`config.mk`:
```
export PLATFORM = sky130hd
export DESIGN_NAME = vga_timing_gen
export DESIGN_NICKNAME = d
export VERILOG_FILES = /design/src/rtl/vga_timing_gen.sv
export SDC_FILE = /design/constraint.sdc
export NUM_CORES = 1
export LEC_CHECK = 0
export BUFFER_PORTS_ARGS = -buffer_cell sky130_fd_sc_hd__buf_2
export CAP_MARGIN = 25
export CORE_ASPECT_RATIO = 1.5
export CORE_UTILIZATION = 23
export DETAILED_ROUTE_END_ITERATION = 6
export GPL_TIMING_DRIVEN = 0
export HOLD_SLACK_MARGIN = 0.1
export MAX_ROUTING_LAYER = met4
export SETUP_SLACK_MARGIN = 0.1
export SKIP_LAST_GASP = 1
export SYNTH_ARGS = -nofsm -noshare
export SYNTH_HDL_FRONTEND = slang
export SYNTH_SLANG_ARGS = --single-unit
```
`constraint.sdc`:
```
create_clock -name clk -period 2.8 [get_ports clk]
set_input_delay 0.28 -clock clk [delete_from_list [all_inputs] [get_ports clk]]
set_output_delay 0.28 -clock clk [all_outputs]
set_load 0.02 [all_outputs]
```
`src/rtl/vga_timing_gen.sv`:
```
// Parametrised VGA raster timing generator: counters, syncs, blanking, DE and strobes.
// Optional 16-bit frame counter enabled by defining VGA_TIMING_FRAME_CNT_EN.
module vga_timing_gen #(
    parameter int   CNT_W    = 11,
    parameter int   H_ACTIVE = 800,
    parameter int   H_FP     = 40,
    parameter int   H_SYNC   = 128,
    parameter int   H_BP     = 88,
    parameter int   V_ACTIVE = 600,
    parameter int   V_FP     = 1,
    parameter int   V_SYNC   = 4,
    parameter int   V_BP     = 23,
    parameter logic H_POL    = 1'b1,
    parameter logic V_POL    = 1'b1
) (
    input  logic             clk,
    input  logic             rst_n,
    input  logic             ce,
    output logic [CNT_W-1:0] hcount,
    output logic [CNT_W-1:0] vcount,
    output logic             hsync,
    output logic             vsync,
    output logic             hblnk,
    output logic             vblnk,
    output logic             de,
    output logic             line_start,
    output logic             frame_start
`ifdef VGA_TIMING_FRAME_CNT_EN
    ,
    output logic [15:0]      frame_cnt
`endif
);

    localparam int     H_TOTAL   = H_ACTIVE + H_FP + H_SYNC + H_BP;
    localparam int     V_TOTAL   = V_ACTIVE + V_FP + V_SYNC + V_BP;
    localparam longint CNT_RANGE = longint'(1) << CNT_W;

    generate
        if (H_ACTIVE <= 0 || H_FP <= 0 || H_SYNC <= 0 || H_BP <= 0 ||
            V_ACTIVE <= 0 || V_FP <= 0 || V_SYNC <= 0 || V_BP <= 0) begin : g_bad_zero
            $fatal(1, "vga_timing_gen: every timing parameter must be non-zero");
        end
        if (longint'(H_TOTAL) > CNT_RANGE || longint'(V_TOTAL) > CNT_RANGE) begin : g_bad_width
            $fatal(1, "vga_timing_gen: H_TOTAL/V_TOTAL exceed the CNT_W counter range");
        end
    endgenerate

    localparam logic [CNT_W-1:0] H_LAST       = CNT_W'(H_TOTAL - 1);
    localparam logic [CNT_W-1:0] V_LAST       = CNT_W'(V_TOTAL - 1);
    localparam logic [CNT_W-1:0] H_BLANK_BEG  = CNT_W'(H_ACTIVE);
    localparam logic [CNT_W-1:0] V_BLANK_BEG  = CNT_W'(V_ACTIVE);
    localparam logic [CNT_W-1:0] H_SYNC_BEG   = CNT_W'(H_ACTIVE + H_FP);
    localparam logic [CNT_W-1:0] H_SYNC_END   = CNT_W'(H_ACTIVE + H_FP + H_SYNC - 1);
    localparam logic [CNT_W-1:0] V_SYNC_BEG   = CNT_W'(V_ACTIVE + V_FP);
    localparam logic [CNT_W-1:0] V_SYNC_END   = CNT_W'(V_ACTIVE + V_FP + V_SYNC - 1);

    logic [CNT_W-1:0] hcount_d, hcount_q;
    logic [CNT_W-1:0] vcount_d, vcount_q;
    logic             hsync_d, hsync_q;
    logic             vsync_d, vsync_q;
    logic             hblnk_d, hblnk_q;
    logic             vblnk_d, vblnk_q;
    logic             de_d, de_q;
    logic             line_start_d, line_start_q;
    logic             frame_start_d, frame_start_q;

    // Flags decode the next counts so they line up with the registered counters.
    always_comb begin
        hcount_d      = hcount_q;
        vcount_d      = vcount_q;
        line_start_d  = 1'b0;
        frame_start_d = 1'b0;
        if (ce) begin
            if (hcount_q == H_LAST) begin
                hcount_d     = '0;
                line_start_d = 1'b1;
                if (vcount_q == V_LAST) begin
                    vcount_d      = '0;
                    frame_start_d = 1'b1;
                end else begin
                    vcount_d = vcount_q + 1'b1;
                end
            end else begin
                hcount_d = hcount_q + 1'b1;
            end
        end
        hblnk_d = (hcount_d >= H_BLANK_BEG);
        vblnk_d = (vcount_d >= V_BLANK_BEG);
        de_d    = ~hblnk_d & ~vblnk_d;
        hsync_d = ((hcount_d >= H_SYNC_BEG) && (hcount_d <= H_SYNC_END)) ? H_POL : ~H_POL;
        vsync_d = ((vcount_d >= V_SYNC_BEG) && (vcount_d <= V_SYNC_END)) ? V_POL : ~V_POL;
    end

    // Reset parks the raster on the last pixel so the first ce edge lands on (0,0).
    always_ff @(posedge clk or negedge rst_n) begin
        if (!rst_n) begin
            hcount_q      <= H_LAST;
            vcount_q      <= V_LAST;
            hsync_q       <= ~H_POL;
            vsync_q       <= ~V_POL;
            hblnk_q       <= 1'b1;
            vblnk_q       <= 1'b1;
            de_q          <= 1'b0;
            line_start_q  <= 1'b0;
            frame_start_q <= 1'b0;
        end else begin
            hcount_q      <= hcount_d;
            vcount_q      <= vcount_d;
            hsync_q       <= hsync_d;
            vsync_q       <= vsync_d;
            hblnk_q       <= hblnk_d;
            vblnk_q       <= vblnk_d;
            de_q          <= de_d;
            line_start_q  <= line_start_d;
            frame_start_q <= frame_start_d;
        end
    end

    assign hcount      = hcount_q;
    assign vcount      = vcount_q;
    assign hsync       = hsync_q;
    assign vsync       = vsync_q;
    assign hblnk       = hblnk_q;
    assign vblnk       = vblnk_q;
    assign de          = de_q;
    assign line_start  = line_start_q;
    assign frame_start = frame_start_q;

`ifdef VGA_TIMING_FRAME_CNT_EN
    logic [15:0] frame_cnt_d, frame_cnt_q;
    logic        first_seen_d, first_seen_q;

    // The first frame after reset is frame 0, so its strobe only arms the counter.
    always_comb begin
        frame_cnt_d  = frame_cnt_q;
        first_seen_d = first_seen_q;
        if (frame_start_d) begin
            first_seen_d = 1'b1;
            if (first_seen_q) begin
                frame_cnt_d = frame_cnt_q + 16'd1;
            end
        end
    end

    always_ff @(posedge clk or negedge rst_n) begin
        if (!rst_n) begin
            frame_cnt_q  <= 16'd0;
            first_seen_q <= 1'b0;
        end else begin
            frame_cnt_q  <= frame_cnt_d;
            first_seen_q <= first_seen_d;
        end
    end

    assign frame_cnt = frame_cnt_q;
`endif

endmodule

```
Yosys cells after proc, flatten, opt, wreduce, memory -nomap -nowiden
Cells that the tools add are included.
{ "totals": {"elab_cells": 36, "reg_bits": 29, "in_bits": 3, "out_inout_bits": 29} }
{ "classes": {"n_reduce_logical": 2, "n_addsub": 2, "muxes": 12, "bitwise_logic": 3, "order_cmp": 6, "eq_ne": 2} }
{ "ops": {"columns": ["op", "count"], "rows": [
  ["11-bit 2-to-1 mux", 5],
  ["11-bit by 10-bit >= comparator with 1-bit output (second input constant)", 4],
  ["11-bit by 1-bit adder with 11-bit output (second input constant)", 2],
  ["11-bit by 10-bit less-or-equal comparator with 1-bit output (second input constant)", 2],
  ["11-bit by 10-bit equality test with 1-bit output (second input constant)", 1],
  ["11-bit equality test (second input constant)", 1],
  ["1-bit 2-to-1 mux", 7],
  ["1-bit logical AND", 2],
  ["1-bit NOT", 2],
  ["1-bit AND", 1]
]} }

Longest topological paths before layout
Gate-level depths: netlist of the first run.
{ "logic_depth": {"depth_word": 7, "depth_mapped": 9, "ltp_nobuf": 8} }

Worst setup path after synthesis of the first run
Ideal clock, no wire load.
{ "synth_timing": {"path_type": "flip-flop to flip-flop", "start": "register vcount_q[2] (netlist: vcount[2])", "end": "register vsync_q (netlist: vsync)", "synth_period_minus_slack_ns": 2.357, "path_buffers": 1, "path_stages_with_launch": 8, "arrival_ns": 2.235, "setup_ns": 0.122, "t_required_ns": 2.678, "slack_ns": 0.443, "path_cell_list": "dfrtp_1 > buf_6 > or4_4 > o41ai_1 > mux2i_1 > or3b_1 > nor4b_2 > o2111a_1"} }
{ "synth_via": {"elab_chain_cells": 7, "elab_cells_between_ends": 9, "classes_between": "add/sub (1); order compare (2); eq/ne (1); mux (4); reduce/logical (1)"} }
{ "synth_rtl": {"columns": ["item", "line_no", "rtl"], "rows": [
  ["from (decl)", "58", "logic [CNT_W-1:0] vcount_d, vcount_q;"],
  ["from (signal assigned)", "108", "vcount_q <= vcount_d;"],
  ["11-bit by 10-bit equality test with 1-bit output (*)", "77", "if (vcount_q == V_LAST) begin"],
  ["11-bit 2-to-1 mux (*)", "77", null],
  ["11-bit 2-to-1 mux (*)", "74", "if (hcount_q == H_LAST) begin"],
  ["11-bit 2-to-1 mux (*)", "73", "if (ce) begin"],
  ["net vcount_d[1]", "58", null],
  ["11-bit by 10-bit >= comparator with 1-bit output / 11-bit by 10-bit less-or-equal comparator with 1-bit output (equally long branches)", "91", "vsync_d = ((vcount_d >= V_SYNC_BEG) && (vcount_d <= V_SYNC_END)) ? V_POL : ~V_POL;"],
  ["1-bit logical AND (*)", "91", null],
  ["1-bit 2-to-1 mux (*)", "91", null],
  ["net vsync_d", "60", "logic vsync_d, vsync_q;"],
  ["to (signal assigned)", "100", "vsync_q <= ~V_POL;"],
  ["to (signal assigned)", "110", "vsync_q <= vsync_d;"],
  ["to (decl)", "60", null]
]} }
The timed path passes the listed nets; every way through them passes the cells marked *.

Worst setup path in the final report of the first run
{ "layout_timing": {"start": "register vcount_q[5] (netlist: vcount[5])", "end": "register vsync_q (netlist: vsync)"} }
{ "layout_via": {"elab_chain_cells": 7, "elab_cells_between_ends": 9, "classes_between": "add/sub (1); order compare (2); eq/ne (1); mux (4); reduce/logical (1)"} }
{ "layout_rtl": {"columns": ["item", "line_no"], "rows": [
  ["11-bit by 1-bit adder with 11-bit output / 11-bit by 10-bit equality test with 1-bit output (equally long branches)", "81, 77"],
  ["11-bit 2-to-1 mux", "77"],
  ["11-bit 2-to-1 mux", "74"],
  ["11-bit 2-to-1 mux (*)", "73"],
  ["11-bit by 10-bit >= comparator with 1-bit output / 11-bit by 10-bit less-or-equal comparator with 1-bit output (equally long branches)", "91"],
  ["1-bit logical AND (*)", "91"],
  ["1-bit 2-to-1 mux (*)", "91"],
  ["net vsync_d", "60"]
]} }
Marked as above.

==> results.sh, run 1 <==
export IMPL_outcome="finished, final reports clean"
export IMPL_nets=201
export IMPL_area_growth_pct=22.7
export IMPL_powerDensity_mw_per_mm2=594
export IMPL_async_reset_ff_share_pct=100
export IMPL_ctsHtreeMaxLevel=2
export IMPL_critPathKind="reg2reg"
export IMPL_root_buffer="clkbuf_8"
export IMPL_min_period_ns=2.53
export IMPL_yosysWarnings=0
export IMPL_io_pins=32
export IMPL_holdPathStages=3
export IMPL_hold_violations=0
export IMPL_synth_nets=162
export IMPL_holdCritStartpoint="ce"
export IMPL_wl_met2_mm=1.97
export IMPL_routed_via_density=4.86
export IMPL_clkLatencyLatePin_ns=0.28
export IMPL_grt_max_degree=30
export IMPL_grt_pass1_wl_mm=6.28
export IMPL_synth_area_mm2=0.00157
export IMPL_ir_drop_uv=175
export IMPL_dp_hpwl_mm=2.78
export IMPL_track_usage_pct=11.7
export IMPL_highest_layer="met4"
export IMPL_layoutNonFillerInstCount=273
export IMPL_wl_met3_um=156
export IMPL_min_delay_worst_endpoint="hcount[2]$_DFF_PN1_"
export IMPL_p_leak_nw=0.885
export IMPL_cp_arrival_ns=2.69
export IMPL_synth_edf_count=0
export IMPL_dieArea_mm2=0.00715
export IMPL_clock_fmax_mhz=396
export IMPL_end_kind="flop"
export IMPL_ys_seq_elements=29
export IMPL_drv_cap=0
export IMPL_place_congestion=0.788
export IMPL_synth_cell_types=46
export IMPL_timing_rr_start="vcount[5]$_DFF_PN1_"
export IMPL_antenna_left=0
export IMPL_r2r_end="vsync$_DFF_PN0_"
export IMPL_wl_per_cell_um=13.9
export IMPL_overflow=0
export IMPL_crit_fanout=10
export IMPL_hp_class="in2reg"
export IMPL_core_mm2=0.00653
export IMPL_rsz0062_at_grt="no"
export IMPL_ys_flop_type="dfrtp_1"
export IMPL_dieWidth_um=69.4
export IMPL_final_cell_mix="34 x buf_2, 19 x nand2_1, 15 x dfrtp_1"
export IMPL_final_area_mm2=0.00192
export IMPL_wl_mm=3.80
export IMPL_final_common_cell="buf_2"
export IMPL_wirelength_met1_mm=1.61
export IMPL_drt_first_pass_iters=4
export IMPL_critPathLaunchType="flop"
export IMPL_tightest_slew_ns=0.643
export IMPL_core_rowCount=36
export IMPL_numCtsBuffers=5
export IMPL_slew_headroom_pct=57.1
export IMPL_timing_final_crit_share_pct=90.3
export IMPL_antennaDiodeCount=0
export IMPL_clkTransAtPathRegs_ns=0.06
export IMPL_io_buffers=31
export IMPL_rrSetupSlack_ns=0.27
export IMPL_whs_ns=0.278
export IMPL_clock_sinks=29
export IMPL_finalSetupTns_ns=0
export IMPL_postPlaceCellArea_mm2=0.00182
export IMPL_clock_skew_ns=0.00698
export IMPL_drive_above_1_share_pct=33.0
export IMPL_syn_inst=157
export IMPL_cts_buffer_depth=2
export IMPL_ff2ff_path_depth=7
export IMPL_num_vias=1327
export IMPL_dpl_cell_count=264
export IMPL_antenna_found_initial=0
export IMPL_die_y_um=103
export IMPL_initial_core_util_pct=24.0
export IMPL_ys_seq_area_share_pct=47.4
export IMPL_syn_avg_cell_area_um2=9.98
export IMPL_cp_startpoint="vcount[5]$_DFF_PN1_"
export IMPL_grt_pass1_vias=1272
export IMPL_setup_viol=0
export IMPL_maxSlewViolCount=0
export IMPL_drc=0
export IMPL_fillers=703
export IMPL_cp_data_required_time_ns=2.97
export IMPL_cts_tree="done"
export IMPL_dr_first_iter_drc_count=61
[what timing repair did]
action | in CTS | in global routing
hold buffers | 1 | 0
hold endpoints to repair | 15 | 0
setup buffers | 0 | 0
gates resized for setup | 0 | 4
setup endpoints to repair | 0 | 4
[power breakdown]
part	leakage (nW)	internal, mW	switching, mW
Combinational	0.491	0.0929	0.157
Clock	0.0450	0.172	0.152
Sequential	0.349	0.498	0.0692
[cell families (layout without fill, tap and decap cells)]
kind of cell / Yosys count / count (layout) / synth area share, %
mux: 3 / 3 / 2.00
compound gates: 30 / 30 / 13.8
buf+inv: 13 / 53 / 3.83
fa+ha+maj: 2 / 2 / 1.60
xor+xnor: 12 / 12 / 6.71
flops: 29 / 29 / 47.4
simple gates: 68 / 68 / 24.6
[layer usage]
metal,vias up,track usage [%]
li1,659,-
met1,628,13.2
met2,34,19.6
met3,6,3.03
met4,0,5.18
met5,-,-
[flip-flops by register name (all words and copies together) (netlist names)]
signal / cells
vsync: 1
hsync: 1
de: 1
hcount: 11
hblnk: 1
vblnk: 1
frame_start: 1
line_start: 1
vcount: 11
[final cells by class]
type | instances | area (um2) | share of cell area, %
multi-input combinational | 115 | 774 | 40.3
sequential | 29 | 743 | 38.7
timing repair buffer | 32 | 165 | 8.59
tap | 76 | 95.1 | 4.95
clock buffer | 6 | 72.6 | 3.78
buffer | 5 | 31.3 | 1.63
inverter | 8 | 30.0 | 1.56
clock inverter | 2 | 10.0 | 0.521
[how the worst max path moves through the flow]
stage                           end  slack [ns]  cells after the start
finish              vsync$_DFF_PN0_        0.27                      7
global route        vsync$_DFF_PN0_        0.11                      7
CTS                 vsync$_DFF_PN0_        0.19                      7
detailed placement  vsync$_DFF_PN0_        0.21                      7
global placement    vsync$_DFF_PN0_        0.20                      7
floorplan           vsync$_DFF_PN0_        0.44                      7
[synthesized netlist by cell type, types with 2 or more instances]
| library cell | count | area (um2) |
|---|---|---|
| o31ai_1 | 4 | 30.0 |
| xor2_1 | 3 | 26.3 |
| inv_1 | 7 | 26.3 |
| ha_1 | 2 | 25.0 |
| nand4b_1 | 2 | 17.5 |
| and4_1 | 2 | 17.5 |
| nand3_1 | 3 | 15.0 |
| and3_1 | 4 | 25.0 |
| buf_2 | 3 | 15.0 |
| nor2_1 | 11 | 41.3 |
| a22oi_1 | 5 | 37.5 |
| o41ai_1 | 3 | 26.3 |
| dfstp_2 | 14 | 368 |
| nor3_1 | 6 | 30.0 |
| or4_4 | 2 | 22.5 |
| nand4_1 | 7 | 43.8 |
| dfrtp_1 | 15 | 375 |
| xnor2_1 | 9 | 78.8 |
| mux2i_1 | 2 | 20.0 |
| nand2_1 | 19 | 71.3 |
| a31oi_1 | 2 | 12.5 |
| o21ai_0 | 6 | 30.0 |
| o21a_1 | 2 | 15.0 |
| a311oi_1 | 2 | 17.5 |
[critical path, cell delays in order, from the launching register on]
cell      delay (ns)
dfstp_2         0.53
buf_2           0.18
nand3_1         0.23
nor4bb_2        0.54
nor3_1          0.07
or3b_1          0.42
nor4b_2         0.18
o2111a_1        0.26
[stage by stage]
step	power [mW]	util, %	setup WS (ns)
floorplan	0.733	-	0.443
global placement	0.820	27.8	0.198
detailed placement	0.824	27.8	0.205
CTS	1.17	29.2	0.191
global route	1.22	29.4	0.106
finish	1.14	29.4	0.273
No activity file was read; power rests on OpenSTA's default activity.
==> run 2, diff against run 1 <==
Clock period 2.8 ns to 2.9 ns, I/O delays scaled along.
==> results.sh, run 2 (synthesized netlist as in run 1, its figures left out) <==
export IMPL_nets=201
export IMPL_total_power_mw=1.10
export IMPL_rsz0062_at_grt="no"
export IMPL_rrSetupSlack_ns=0.37
export IMPL_cp_data_required_time_ns=3.07
export IMPL_io_pins=32
export IMPL_tightest_slew_ns=0.643
export IMPL_ir_drop_uv=166
export IMPL_min_delay_worst_endpoint="hcount[2]$_DFF_PN1_"
export IMPL_powerDensity_mw_per_mm2=573
export IMPL_dr_first_iter_drc_count=55
export IMPL_routed_via_density=4.86
export IMPL_cp_arrival_ns=2.69
export IMPL_clkTransAtPathRegs_ns=0.06
export IMPL_wl_per_cell_um=13.9
export IMPL_hold_violations=0
export IMPL_initial_core_util_pct=24.0
export IMPL_timing_rr_start="vcount[5]$_DFF_PN1_"
export IMPL_outcome="finished, final reports clean"
export IMPL_holdPathStages=3
export IMPL_critPathLaunchType="flop"
export IMPL_antennaDiodeCount=0
export IMPL_ff2ff_path_depth=7
export IMPL_min_period_ns=2.53
export IMPL_ctsHtreeMaxLevel=2
export IMPL_hp_class="in2reg"
export IMPL_final_area_mm2=0.00192
export IMPL_io_buffers=31
export IMPL_clock_fmax_mhz=396
export IMPL_core_mm2=0.00653
export IMPL_grt_pass1_wl_mm=6.28
export IMPL_antenna_left=0
export IMPL_crit_fanout=10
export IMPL_root_buffer="clkbuf_8"
export IMPL_die_y_um=103
export IMPL_numCtsBuffers=5
export IMPL_clock_skew_ns=0.00698
export IMPL_drc=0
export IMPL_grt_max_degree=30
export IMPL_critPathKind="reg2reg"
export IMPL_overflow=0
export IMPL_setup_viol=0
export IMPL_dieWidth_um=69.4
export IMPL_whs_ns=0.288
export IMPL_dp_hpwl_mm=2.78
export IMPL_grt_pass1_vias=1272
export IMPL_finalSetupTns_ns=0
export IMPL_cts_buffer_depth=2
export IMPL_maxSlewViolCount=0
export IMPL_clkLatencyLatePin_ns=0.28
export IMPL_clock_sinks=29
export IMPL_final_common_cell="buf_2"
export IMPL_drive_above_1_share_pct=32.0
export IMPL_antenna_found_initial=0
export IMPL_slew_headroom_pct=57.1
export IMPL_track_usage_pct=11.7
export IMPL_holdCritStartpoint="ce"
export IMPL_timing_final_crit_share_pct=87.2
export IMPL_final_cell_mix="34 x buf_2, 19 x nand2_1, 15 x dfrtp_1"
export IMPL_area_growth_pct=22.3
export IMPL_place_congestion=0.788
export IMPL_drv_cap=0
export IMPL_wl_mm=3.80
export IMPL_dieArea_mm2=0.00715
export IMPL_p_leak_nw=0.883
export IMPL_cp_startpoint="vcount[5]$_DFF_PN1_"
export IMPL_core_rowCount=36
export IMPL_cts_tree="done"
export IMPL_num_vias=1327
export IMPL_drt_first_pass_iters=4
export IMPL_postPlaceCellArea_mm2=0.00182
export IMPL_cts_setup_buffers=0
export IMPL_end_kind="flop"
export IMPL_r2r_end="vsync$_DFF_PN0_"
[run 2: per-stage QoR]
stage | setup WS [ns] | cells | utilization, %
6_report | 0.373 | 273 | 29.3
5_1_grt | 0.129 | 273 | 29.3
4_1_cts | 0.291 | 273 | 29.2
3_5_place_dp | 0.305 | 264 | 27.8
3_3_place_gp | 0.298 | 264 | 27.8
2_1_floorplan | 0.543 | 157 | -
[run 2: report_power, final]
part	internal (mW)	switching [mW]	total (mW)
sequential	0.481	0.0668	0.548
clock	0.166	0.147	0.313
combinational	0.0887	0.148	0.236
[run 2: repair_timing]
action                                 4_1_cts  5_1_grt
setup endpoints to repair                    0        1
resized for setup                            0        1
hold buffers                                 1        0
endpoints found under the hold margin       15        0
[run 2: critical path, stage by stage (launching register included)]
cell	delay (ns)
dfstp_2	0.53
buf_2	0.18
nand3_1	0.23
nor4bb_2	0.54
nor3_1	0.07
or3b_1	0.42
nor4b_2	0.18
o2111a_1	0.26
[run 2: cell type report]
class                           count  area, um2
Tap cell                           76       95.1
Buffer                              5       30.0
Sequential cell                    29        743
Clock buffer                        6       72.6
Inverter                            8       30.0
Timing Repair Buffer               32        165
Multi-Input combinational cell    115        769
Clock inverter                      2       10.0
Fill cell                         703       4620
[run 2: per-layer routing]
layer | vias up | share of wire (%) | global-route usage (%)
li1 | 659 | - | -
met1 | 628 | 43 | 13.2
met2 | 34 | 52 | 19.6
met3 | 6 | 4.1 | 3.03
met4 | 0 | 1.4 | 5.18
met5 | - | 0 | -
[run 2: worst max-delay path by stage]
| stage | endpoint | cells past startpoint | slack, ns |
|---|---|---|---|
| 2_1_floorplan | vsync$_DFF_PN0_ | 7 | 0.54 |
| 3_3_place_gp | vsync$_DFF_PN0_ | 7 | 0.30 |
| 3_5_place_dp | vsync$_DFF_PN0_ | 7 | 0.31 |
| 4_1_cts | vsync$_DFF_PN0_ | 7 | 0.29 |
| 5_1_grt | hsync$_DFF_PN0_ | 9 | 0.13 |
| 6_report | vsync$_DFF_PN0_ | 7 | 0.37 |
==> run 3, diff against run 2 <==
Settings changed: CELL_PAD_IN_SITES_DETAIL_PLACEMENT set to 0, CELL_PAD_IN_SITES_GLOBAL_PLACEMENT set to 1, PLACE_DENSITY_LB_ADDON set to 0.1.
==> results.sh, run 3 (synthesized netlist as in run 1, its figures left out) <==
export IMPL_outcome="finished, final reports clean"
export IMPL_rsz0062_at_grt="no"
export IMPL_antenna_left=0
export IMPL_core_mm2=0.00653
export IMPL_holdPathStages=3
export IMPL_place_congestion=0.799
export IMPL_routed_via_density=5.13
export IMPL_cts_buffer_depth=2
export IMPL_maxSlewViolCount=0
export IMPL_core_rowCount=36
export IMPL_initial_core_util_pct=24.0
export IMPL_drive_above_1_share_pct=32.5
export IMPL_end_kind="flop"
export IMPL_area_growth_pct=22.9
export IMPL_critPathKind="reg2reg"
export IMPL_drt_first_pass_iters=4
export IMPL_tightest_slew_ns=0.678
export IMPL_ir_drop_uv=174
export IMPL_final_area_mm2=0.00193
export IMPL_slew_headroom_pct=54.8
export IMPL_cts_tree="done"
export IMPL_fin_util_pct=29.5
export IMPL_p_leak_nw=0.951
export IMPL_critPathLaunchType="flop"
export IMPL_crit_fanout=10
export IMPL_rrSetupSlack_ns=0.33
export IMPL_hp_class="in2reg"
export IMPL_dieArea_mm2=0.00715
export IMPL_min_period_ns=2.57
export IMPL_dp_hpwl_mm=3.29
export IMPL_clock_fmax_mhz=389
export IMPL_drc=0
export IMPL_hold_violations=0
export IMPL_ctsHtreeMaxLevel=2
export IMPL_nets=201
export IMPL_r2r_end="de$_DFF_PN0_"
export IMPL_antennaDiodeCount=0
export IMPL_postPlaceCellArea_mm2=0.00182
export IMPL_cp_data_required_time_ns=3.11
export IMPL_finalSetupTns_ns=0
export IMPL_final_cell_mix="34 x buf_2, 19 x nand2_1, 15 x dfrtp_1"
export IMPL_antenna_found_initial=0
export IMPL_clkLatencyLatePin_ns=0.27
export IMPL_clock_sinks=29
export IMPL_min_delay_worst_endpoint="hcount[2]$_DFF_PN1_"
export IMPL_grt_pass1_wl_mm=7.42
export IMPL_grt_max_degree=30
export IMPL_root_buffer="clkbuf_8"
export IMPL_powerDensity_mw_per_mm2=576
export IMPL_dieWidth_um=69.4
export IMPL_fillers=702
export IMPL_wl_mm=4.45
export IMPL_timing_final_crit_share_pct=88.6
export IMPL_setup_viol=0
export IMPL_grt_pass1_vias=1506
export IMPL_numCtsBuffers=5
export IMPL_timing_rr_start="vcount[4]$_DFF_PN1_"
export IMPL_track_usage_pct=13.9
export IMPL_io_buffers=31
export IMPL_final_common_cell="buf_2"
export IMPL_clock_skew_ns=0.00276
export IMPL_holdCritStartpoint="ce"
export IMPL_clkTransAtPathRegs_ns=0.06
export IMPL_dr_first_iter_drc_count=45
export IMPL_overflow=0
export IMPL_drv_cap=0
export IMPL_ff2ff_path_depth=7
export IMPL_die_y_um=103
export IMPL_cts_setup_buffers=0
export IMPL_num_vias=1400
export IMPL_wl_per_cell_um=16.3
export IMPL_io_pins=32
export IMPL_cp_arrival_ns=2.78
## run 3: cell count changes in the layout (fill, tap and decap cells not counted)
cell / previous run / this run
nor4bb_2: 1 / 0
nor4bb_4: 0 / 1
clkbuf_2: 0 / 1
clkbuf_1: 2 / 1
## run 3: per-stage QoR
stage	setup WS [ns]	power, mW	std cells	hold WS (ns)
2_1_floorplan	0.543	0.708	157	-0.00559
3_3_place_gp	0.120	0.793	264	0.364
3_5_place_dp	0.114	0.805	264	0.378
4_1_cts	0.231	1.14	273	0.277
5_1_grt	0.139	1.18	273	0.291
6_report	0.330	1.11	273	0.291
## run 3: metal layers
metal | global-route usage (%) | part of all wire [%] | routed length, um | vias up
met4 | 8.79 | 3.8 | 167 | 0
met1 | 13.6 | 39 | 1730 | 683
met3 | 2.35 | 3.7 | 165 | 11
li1 | - | - | - | 663
met2 | 25.5 | 54 | 2390 | 43
met5 | - | 0 | 0 | -
## run 3: timing repair
item / in CTS / in global routing
hold endpoints to repair: 15 / 0
hold buffers: 1 / 0
gates resized for setup: 1 / 3
endpoints found under the setup margin: 1 / 4
## run 3: how the worst max path moves through the flow
stage | start | to | slack, ns | cells after the start
global placement | vcount[4]$_DFF_PN1_ | de$_DFF_PN0_ | 0.12 | 7
global route | hcount[0]$_DFF_PN1_ | de$_DFF_PN0_ | 0.14 | 9
finish | vcount[4]$_DFF_PN1_ | de$_DFF_PN0_ | 0.33 | 7
CTS | vcount[4]$_DFF_PN1_ | vsync$_DFF_PN0_ | 0.23 | 7
floorplan | vcount[2]$_DFF_PN0_ | vsync$_DFF_PN0_ | 0.54 | 7
detailed placement | vcount[4]$_DFF_PN1_ | vsync$_DFF_PN0_ | 0.11 | 7
## run 3: power breakdown
part / switching, mW / total [mW] / internal, mW
sequential: 0.0689 / 0.550 / 0.481
combinational: 0.154 / 0.243 / 0.0888
clock: 0.151 / 0.317 / 0.166
## run 3: layout make-up
type                    instances  area [um2]  area share, %
plain buffers                   5        31.3           1.62
clock buffers                   6        72.6           3.77
clock inverters                 2        10.0          0.520
inverters                       8        30.0           1.56
multi-input cells             115         778           40.4
flip-flops and latches         29         743           38.6
well taps                      76        95.1           4.94
repair buffers                 32         165           8.58
## run 3: worst max-delay path, cell delays in order (launching register included)
cell and delay [ns]:
dfstp_2 0.53, buf_2 0.19, nand3_1 0.27, nor4bb_4 0.47, a2bb2oi_1 0.30, a22oi_1 0.17, a311oi_1 0.42, o21a_1 0.16
